[config.mk]
export PLATFORM = sky130hd
export DESIGN_NAME = mirfak_lsu
export DESIGN_NICKNAME = d
export VERILOG_FILES = /design/src/rtl/mirfak_lsu_pkg.sv /design/src/rtl/mirfak_lsu_align.sv /design/src/rtl/mirfak_lsu.sv
export SDC_FILE = /design/constraint.sdc
export NUM_CORES = 1
export LEC_CHECK = 0
export ABC_AREA = 0
export BUFFER_PORTS_ARGS = -buffer_cell sky130_fd_sc_hd__buf_4
export CAP_MARGIN = 20
export CORE_ASPECT_RATIO = 0.6
export CORE_MARGIN = 1.5
export CORE_UTILIZATION = 51
export DETAILED_ROUTE_END_ITERATION = 10
export GPL_ROUTABILITY_DRIVEN = 1
export PLACE_DENSITY = 0.88
export RECOVER_POWER = 50
export SLEW_MARGIN = 15
export SYNTH_ARGS = -nofsm -noshare
export SYNTH_HDL_FRONTEND = slang
export SYNTH_SLANG_ARGS = --single-unit
export TNS_END_PERCENT = 20
[constraint.sdc]
create_clock -name clk_i -period 2.8 [get_ports clk_i]
set_clock_uncertainty 0.1 [all_clocks]
set_input_delay 0.14 -clock clk_i [delete_from_list [all_inputs] [get_ports clk_i]]
set_output_delay 0.14 -clock clk_i [all_outputs]
set_load 0.05 [all_outputs]
[src/rtl/mirfak_lsu_pkg.sv]
// Shared mirfak LSU definitions: data-type encodings, FSM states, alignment helper.
// The optional bus-error feature is selected in mirfak_lsu.sv by MIRFAK_LSU_BUSERR_EN.
package mirfak_lsu_pkg;

  localparam logic [1:0] LSU_BYTE = 2'b00;
  localparam logic [1:0] LSU_HALF = 2'b01;
  localparam logic [1:0] LSU_WORD = 2'b10;

  typedef enum logic [1:0] {
    LSU_IDLE = 2'b00,
    LSU_BUS  = 2'b01,
    LSU_DONE = 2'b10
  } lsu_state_e;

  // Type 2'b11 is handled like a word access.
  function automatic logic lsu_aligned(input logic [1:0] dtype, input logic [1:0] off);
    logic ok;
    case (dtype)
      LSU_BYTE: ok = 1'b1;
      LSU_HALF: ok = ~off[0];
      default:  ok = (off == 2'b00);
    endcase
    return ok;
  endfunction

endpackage

[src/rtl/mirfak_lsu_align.sv]
// Byte-lane steering: store select/data replication and load extraction with extension.
module mirfak_lsu_align
  import mirfak_lsu_pkg::*;
(
  input  logic [1:0]  st_off,
  input  logic [1:0]  st_type,
  input  logic [31:0] st_wdata,
  output logic [3:0]  st_sel,
  output logic [31:0] st_dat,
  input  logic [1:0]  ld_off,
  input  logic [1:0]  ld_type,
  input  logic        ld_sext,
  input  logic [31:0] ld_bus_dat,
  output logic [31:0] ld_rdata
);

  logic [7:0]  byte_s;
  logic [15:0] half_s;

  // Store lane select and replicated write data
  always_comb begin
    st_sel = 4'b1111;
    st_dat = st_wdata;
    case (st_type)
      LSU_BYTE: begin
        st_sel = 4'b0001 << st_off;
        st_dat = {4{st_wdata[7:0]}};
      end
      LSU_HALF: begin
        st_sel = 4'b0011 << {st_off[1], 1'b0};
        st_dat = {2{st_wdata[15:0]}};
      end
      default: begin
        st_sel = 4'b1111;
        st_dat = st_wdata;
      end
    endcase
  end

  // Load lane extraction followed by sign/zero extension
  always_comb begin
    byte_s   = 8'h00;
    half_s   = 16'h0000;
    ld_rdata = ld_bus_dat;
    case (ld_off)
      2'b00:   byte_s = ld_bus_dat[7:0];
      2'b01:   byte_s = ld_bus_dat[15:8];
      2'b10:   byte_s = ld_bus_dat[23:16];
      2'b11:   byte_s = ld_bus_dat[31:24];
      default: byte_s = 8'h00;
    endcase
    if (ld_off[1]) begin
      half_s = ld_bus_dat[31:16];
    end else begin
      half_s = ld_bus_dat[15:0];
    end
    case (ld_type)
      LSU_BYTE: ld_rdata = {{24{ld_sext & byte_s[7]}}, byte_s};
      LSU_HALF: ld_rdata = {{16{ld_sext & half_s[15]}}, half_s};
      default:  ld_rdata = ld_bus_dat;
    endcase
  end

endmodule

[src/rtl/mirfak_lsu.sv]
// Load/store unit: one Wishbone B4 classic access per WB-stage memory instruction.
// Define MIRFAK_LSU_BUSERR_EN to let dwbm_err_i terminate a cycle and raise ld/st faults.
module mirfak_lsu
  import mirfak_lsu_pkg::*;
(
  input  logic        clk_i,
  input  logic        rst_i,
  input  logic [31:0] lsu_address_i,
  input  logic [31:0] lsu_wdata_i,
  input  logic [1:0]  lsu_data_type_i,
  input  logic        lsu_sign_ext_i,
  input  logic        lsu_mem_read_i,
  input  logic        lsu_mem_write_i,
  input  logic        lsu_kill_i,
  input  logic        lsu_advance_i,
  output logic [31:0] lsu_rdata_o,
  output logic        lsu_busy_o,
  output logic        lsu_ld_misaligned_o,
  output logic        lsu_st_misaligned_o,
  output logic        lsu_ld_fault_o,
  output logic        lsu_st_fault_o,
  output logic [31:0] dwbm_addr_o,
  output logic [31:0] dwbm_dat_o,
  output logic [3:0]  dwbm_sel_o,
  output logic        dwbm_cyc_o,
  output logic        dwbm_stb_o,
  output logic        dwbm_we_o,
  input  logic [31:0] dwbm_dat_i,
  input  logic        dwbm_ack_i,
  input  logic        dwbm_err_i
);

  lsu_state_e  state_r, state_nxt_s;
  logic        req_s, aligned_s, valid_s, err_s, term_s, kill_any_s;
  logic [3:0]  sel_s, sel_r;
  logic [31:0] dat_s, ext_s, dat_r, addr_r, rdata_r;
  logic        cyc_r, stb_r, we_r, sext_r, kill_pend_r, ld_fault_r, st_fault_r;
  logic [1:0]  off_r, type_r;

  assign req_s      = (lsu_mem_read_i | lsu_mem_write_i) & ~lsu_kill_i;
  assign aligned_s  = lsu_aligned(lsu_data_type_i, lsu_address_i[1:0]);
  assign valid_s    = req_s & aligned_s;
  assign kill_any_s = kill_pend_r | lsu_kill_i;

`ifdef MIRFAK_LSU_BUSERR_EN
  assign err_s = dwbm_err_i;
`else
  // Bus errors are masked; only ack can end a cycle.
  assign err_s = dwbm_err_i & 1'b0;
`endif
  assign term_s = dwbm_ack_i | err_s;

  assign lsu_ld_misaligned_o = req_s & ~aligned_s & ~lsu_mem_write_i;
  assign lsu_st_misaligned_o = req_s & ~aligned_s & lsu_mem_write_i;
  assign lsu_busy_o          = ((state_r == LSU_IDLE) & valid_s) | (state_r == LSU_BUS);

  assign lsu_rdata_o    = rdata_r;
  assign lsu_ld_fault_o = ld_fault_r;
  assign lsu_st_fault_o = st_fault_r;
  assign dwbm_addr_o    = addr_r;
  assign dwbm_dat_o     = dat_r;
  assign dwbm_sel_o     = sel_r;
  assign dwbm_cyc_o     = cyc_r;
  assign dwbm_stb_o     = stb_r;
  assign dwbm_we_o      = we_r;

  mirfak_lsu_align u_align (
    .st_off     (lsu_address_i[1:0]),
    .st_type    (lsu_data_type_i),
    .st_wdata   (lsu_wdata_i),
    .st_sel     (sel_s),
    .st_dat     (dat_s),
    .ld_off     (off_r),
    .ld_type    (type_r),
    .ld_sext    (sext_r),
    .ld_bus_dat (dwbm_dat_i),
    .ld_rdata   (ext_s)
  );

  // FSM state register
  always_ff @(posedge clk_i) begin
    if (rst_i) begin
      state_r <= LSU_IDLE;
    end else begin
      state_r <= state_nxt_s;
    end
  end

  // FSM next-state decode
  always_comb begin
    state_nxt_s = state_r;
    case (state_r)
      LSU_IDLE: begin
        if (valid_s) begin
          state_nxt_s = LSU_BUS;
        end else begin
          state_nxt_s = LSU_IDLE;
        end
      end
      LSU_BUS: begin
        if (term_s) begin
          state_nxt_s = kill_any_s ? LSU_IDLE : LSU_DONE;
        end else begin
          state_nxt_s = LSU_BUS;
        end
      end
      LSU_DONE: begin
        if (lsu_advance_i | lsu_kill_i) begin
          state_nxt_s = LSU_IDLE;
        end else begin
          state_nxt_s = LSU_DONE;
        end
      end
      default: state_nxt_s = LSU_IDLE;
    endcase
  end

  // Bus request registers, result capture and fault flags
  always_ff @(posedge clk_i) begin
    if (rst_i) begin
      addr_r      <= 32'h0000_0000;
      dat_r       <= 32'h0000_0000;
      sel_r       <= 4'b0000;
      cyc_r       <= 1'b0;
      stb_r       <= 1'b0;
      we_r        <= 1'b0;
      off_r       <= 2'b00;
      type_r      <= 2'b00;
      sext_r      <= 1'b0;
      kill_pend_r <= 1'b0;
      rdata_r     <= 32'h0000_0000;
      ld_fault_r  <= 1'b0;
      st_fault_r  <= 1'b0;
    end else begin
      case (state_r)
        LSU_IDLE: begin
          if (valid_s) begin
            addr_r      <= {lsu_address_i[31:2], 2'b00};
            dat_r       <= dat_s;
            sel_r       <= sel_s;
            we_r        <= lsu_mem_write_i;
            cyc_r       <= 1'b1;
            stb_r       <= 1'b1;
            off_r       <= lsu_address_i[1:0];
            type_r      <= lsu_data_type_i;
            sext_r      <= lsu_sign_ext_i;
            kill_pend_r <= 1'b0;
          end
        end
        LSU_BUS: begin
          // A kill seen at any point of the cycle discards its result.
          if (lsu_kill_i) begin
            kill_pend_r <= 1'b1;
          end
          if (term_s) begin
            cyc_r <= 1'b0;
            stb_r <= 1'b0;
            if (!kill_any_s) begin
              rdata_r    <= (we_r | err_s) ? 32'h0000_0000 : ext_s;
              ld_fault_r <= err_s & ~we_r;
              st_fault_r <= err_s & we_r;
            end
          end
        end
        LSU_DONE: begin
          if (lsu_advance_i | lsu_kill_i) begin
            ld_fault_r <= 1'b0;
            st_fault_r <= 1'b0;
          end
        end
        default: begin
          cyc_r <= 1'b0;
          stb_r <= 1'b0;
        end
      endcase
    end
  end

endmodule

---- After elaboration in Yosys (flattened, before gate mapping) ----
Cells that the tools add are included.
storage, ports and cells
  register bits after elaboration ......... 109
  latch bits .............................. 0
  RAM bits ................................ 0
  ROM bits ................................ 0
  input bits .............................. 107
  output and inout bits ................... 108
  word-level logic and storage cells ...... 78
  memories ................................ 0
cells by class
  add/subtract/negate cells ............... 0
  $mul .................................... 0
  divide/modulo/power cells ............... 0
  $lt $le $gt $ge ......................... 0
  equality and inequality tests ........... 12
  shift-type cells ........................ 2
  multiplexer cells ....................... 22
  bitwise operators ....................... 18
  reductions and logical operators ........ 12
operators with widths
  operator               count
  $pmux W32 S2           2
  $mux W32               1
  $pmux W8 S4            1
  $mux W16               1
  $logic_not A2 Y1       5
  $ne A2 B2 Y1 const B   5
  $reduce_and A3 Y1      3
  $and A1 B1 Y1          8
  $eq A2 B1 Y1 const B   4
  $mux W1                8
  $pmux W4 S2            1
  $eq A2 B2 Y1 const B   3
  $mux W2                3
  $not A1 Y1             6
  $pmux W1 S2            3
  $pmux W2 S3            1
  $or A1 B1 Y1           4
  $reduce_and A4 Y1      1
  $reduce_bool A2 Y1     2
  $shl A1 B2 Y4 const A  1
  $shl A2 B2 Y4 const A  1
  $pmux W1 S3            1
  $reduce_and A2 Y1      1

---- Longest topological paths before layout ----
  depth in word-level cells ............... 5
  depth in mapped cells ................... 6
  gate-level depth less buffers ........... 4

---- Modules after synthesis ----
Synthesis repeated with hierarchy kept, for this count alone.
unflattened totals
  cells, all modules ...................... 688
  area total of the unflattened synthesis .. 6282.3 µm²
by module, submodules not included
  module            times used  cells an instance  area each (µm²)
  mirfak_lsu        1           495                4805.9
  mirfak_lsu_align  1           193                1476.4

---- Worst setup path before layout ----
Ideal clock, no wire load.
  path kind ............................... register -> register
  from .................................... register off_r[1]
  to ...................................... register rdata_r[10] (netlist: lsu_rdata_o[10])
  arrival time ............................ 1.425 ns
  data required time ...................... 2.581 ns
  setup slack ............................. 1.156 ns
  cell stages (with the launch flop) ...... 6
  path buffers ............................ 1
  clock period less this slack ............ 1.644 ns
  cell sequence ........................... dfxtp_1 -> mux4_2 -> and3_1 -> buf_6 -> a221oi_2 -> o21ai_1
between the ends
  longest elaborated chain between the ends .. 5
  elaborated cells on any way between the ends .. 9
  classes of those cells .................. 3 x eq/ne; 4 x mux; 1 x bitwise; 1 x reduce/logical
RTL lines
  item                                        line                    RTL
  from (decl)                                 mirfak_lsu.sv:38        logic [1:0] off_r, type_r;
  from (signal assigned)                      mirfak_lsu.sv:144       off_r <= lsu_address_i[1:0];
  $eq A2 B2 Y1, or another cell as far along  mirfak_lsu_align.sv:45  case (ld_off)
  $pmux W8 S4                                 mirfak_lsu_align.sv:45
  $and A1 B1 Y1                               mirfak_lsu_align.sv:58  LSU_BYTE: ld_rdata = {{24{ld_sext & byte_s[7]}}, byte_s};
  $pmux W32 S2 (*)                            mirfak_lsu_align.sv:57  case (ld_type)
  $mux W32 (*)                                mirfak_lsu.sv:159       rdata_r <= (we_r | err_s) ? 32'h0000_0000 : ext_s;
  to (signal assigned)                        mirfak_lsu.sv:159
  to (decl)                                   mirfak_lsu.sv:36        logic [31:0] dat_s, ext_s, dat_r, addr_r, rdata_r;
Mark *: on every way between the ends. The rest lies on a longest branch, timed or not.
A chain may end at the register's enable or synchronous reset.

---- Worst setup path in the final report ----
  from .................................... input lsu_mem_write_i
  to ...................................... register addr_r[30] (netlist: dwbm_addr_o[30])
between the ends
  longest elaborated chain between the ends .. 4
RTL lines
  item                                line               RTL
  from (decl)                         mirfak_lsu.sv:13   input logic lsu_mem_write_i,
  $or A1 B1 Y1                        mirfak_lsu.sv:40   assign req_s = (lsu_mem_read_i | lsu_mem_write_i) & ~lsu_kill_i;
  $and A1 B1 Y1                       mirfak_lsu.sv:40
  $and A1 B1 Y1                       mirfak_lsu.sv:42   assign valid_s = req_s & aligned_s;
  $reduce_and A2 Y1 (no source line)  n/a
  to (signal assigned)                mirfak_lsu.sv:138  addr_r <= {lsu_address_i[31:2], 2'b00};
  to (decl)                           mirfak_lsu.sv:36
No other way between the ends.

==> qor.txt <==
leak pwr -> 2.59 nW
Critical Path Source Type -> primary input
critical path endpoint category -> flop
Cells after Synth -> 560
Residual DRC -> 0
DPL Wire Length -> 10800 um
Inserted Diodes -> 0
HP Class -> primary input to flop
vias in the first global route -> 4907
Initial Utilization -> 0.540
via-per-instance ratio -> 5.70
CTS tree -> done
ys async rst share -> 0
die width -> 127 um
Hold Fails Final Rpt -> 0
antenna viol nets, final -> 0
clk sink count -> 108
RSZ-0062 raised after global routing -> false
cts bufs inserted -> 9
clk slew on worst S/H paths -> 0.07 ns
met2 Use GR -> 0.530
Worst IR Drop VDD -> 0.397 mV
Synth cell types -> 42
flops & latches, synth -> 108
mean routed wirelength per cell -> 18.0 um
starting DRC count in detailed routing -> 458
Clock Latency Late Sink -> 0.34 ns
num rows -> 26
Critical Path AT -> 2.56 ns
largest net degree at the start of global routing -> 77
Post-synth EDFFs -> 0
Total Wirelength -> 16500 um
H-tree levels -> 3
via count -> 5229
all-layer global routing usage -> 0.329
io pins -> 215
Pwr Density -> 538 mW/mm^2
Slew @ Worst Pin -> 1.20 ns
Setup Fix Bufs, Post-CTS -> 0
Routability Congestion -> 0.931
prevailing post-synth register cell -> dfxtp_1
status -> completed
Yosys warnings -> 0
Rel. slew slack -> 0.199
first-pass GRT wire length -> 25500 um
GRT met3 Usage -> 0.0807
setup TNS -> 0 ns
busiest grt layer -> met2
Max clock buf depth -> 2
Final setup viols -> 0
Setup CP Type -> primary input to flop
part of the Yosys area used for sequential elements -> 0.457
min cycle time layout -> 2.41 ns
Crit path required time -> 2.96 ns
crit path max fanout -> 56
DR pass1 iterations -> 5
nets -> 907
grt ovf -> 0
Achievable Freq -> 0.416 GHz
input/output buffers -> 209
average size of a mapped cell -> 8.44 sq um
WHS -> 0.00815 ns
Root Buffer -> clkbuf_16
Area Overhead vs Synth -> 42.7%
Die H -> 77.6 um
die area -> 0.00987 sq mm
core area -> 0.00875 sq mm
layout cell share with drive strength beyond 1 -> 0.183
max capacitance violation total -> 0
initial antenna violation count -> 0
GR Layer Usage met1 -> 0.427
period utilization -> 0.859
Post-Syn Area -> 0.00473 sq mm
Max Transition Viols Final -> 0
## cells by family after synthesis
| logic type | Yosys count | share of synthesized area |
|---|---|---|
| and+or+nand+nor | 209 | 0.193 |
| muxes | 25 | 0.0558 |
| AOI/OAI and AO/OA | 161 | 0.235 |
| DFF | 108 | 0.457 |
| buffers and inverters | 56 | 0.0585 |
| other | 1 | 0.000793 |
## final timing paths
path / startpoint / to / slack [ns] / cells after the start
worst max register to register: state_r[1] / dwbm_sel_o[2] / 0.58 / 5
worst min-delay path: dwbm_dat_i[6] / lsu_rdata_o[6] / 0.008 / 3
worst min register to register: dwbm_dat_o[3] / dwbm_dat_o[3] / 0.35 / 2
worst max-delay path: lsu_mem_write_i / dwbm_addr_o[30] / 0.39 / 7
## cells in the mapped netlist, types with 10 or more instances
cell | number | area share
a211oi_1 | 10 | 0.016
a21oi_1 | 65 | 0.069
a22o_1 | 25 | 0.046
a311oi_1 | 12 | 0.022
buf_2 | 20 | 0.021
clkbuf_1 | 19 | 0.015
dfxtp_1 | 108 | 0.46
mux2i_1 | 23 | 0.049
nand2_1 | 138 | 0.11
nand2b_1 | 17 | 0.022
nor2_1 | 30 | 0.024
o21ai_0 | 11 | 0.012
o21ai_1 | 10 | 0.011
## critical path: stages
cell and delay (ns):
dlygate4sd3_1 0.54, clkbuf_1 0.12, or2_2 0.31, nand4_1 0.07, clkbuf_2 0.90, nand2_1 0.20, a21oi_1 0.25
## flip-flops by register name (all words and copies together), names as in the netlist, 2 cells and up
register and count:
dwbm_sel_o 4, dwbm_addr_o 30, lsu_rdata_o 32, dwbm_dat_o 32, off_r 2, type_r 2
state_r 2
## cell usage in the layout (no fill, tap or decap), types with 12 or more instances in the layout
cell,Yosys,final
clkbuf_1,19,104
nand2b_1,17,17
o21ai_0,11,12
buf_4,7,113
a311oi_1,12,12
dlygate4sd3_1,0,58
nand2_1,138,138
a22o_1,25,25
mux2i_1,23,23
nor2_1,30,30
a21oi_1,65,64
dfxtp_1,108,108
## timing repair
action / 4_1_cts / 5_1_grt
hold buffers: 58 / 0
resized for setup: 0 / 0
hold endpoints to repair: 59 / 0
## area by class of cell
type	count	area (sq um)
clock buffers	10	229
multi-input cells	399	2300
clock inverters	6	47.5
fillers	663	2000
flip-flops and latches	108	2160
well taps	112	140
inverters	6	22.5
repair buffers	276	1840
## per-stage QoR
stage               instance area (sq um)  power (mW)   util  cells  worst slack, ns
finish                               6750        3.63  0.771    917            0.395
global route                         6750        3.76  0.771    917            0.301
CTS                                  7140        3.68  0.815    917            0.534
detailed placement                   6280        2.44  0.717    843            0.684
global placement                     6280        2.42  0.717    843            0.798
floorplan                            4740        2.15      -    563             1.16
## layer usage
layer	part of all wire	wire length [um]
met1	0.42	6900
met2	0.46	7630
met3	0.090	1480
met4	0.032	532
met5	0	0
## power by group
group	switching, mW	internal (mW)
clock network	0.578	0.612
logic	0.522	0.283
registers	0.0379	1.60
(Power assumes the default switching activity.)
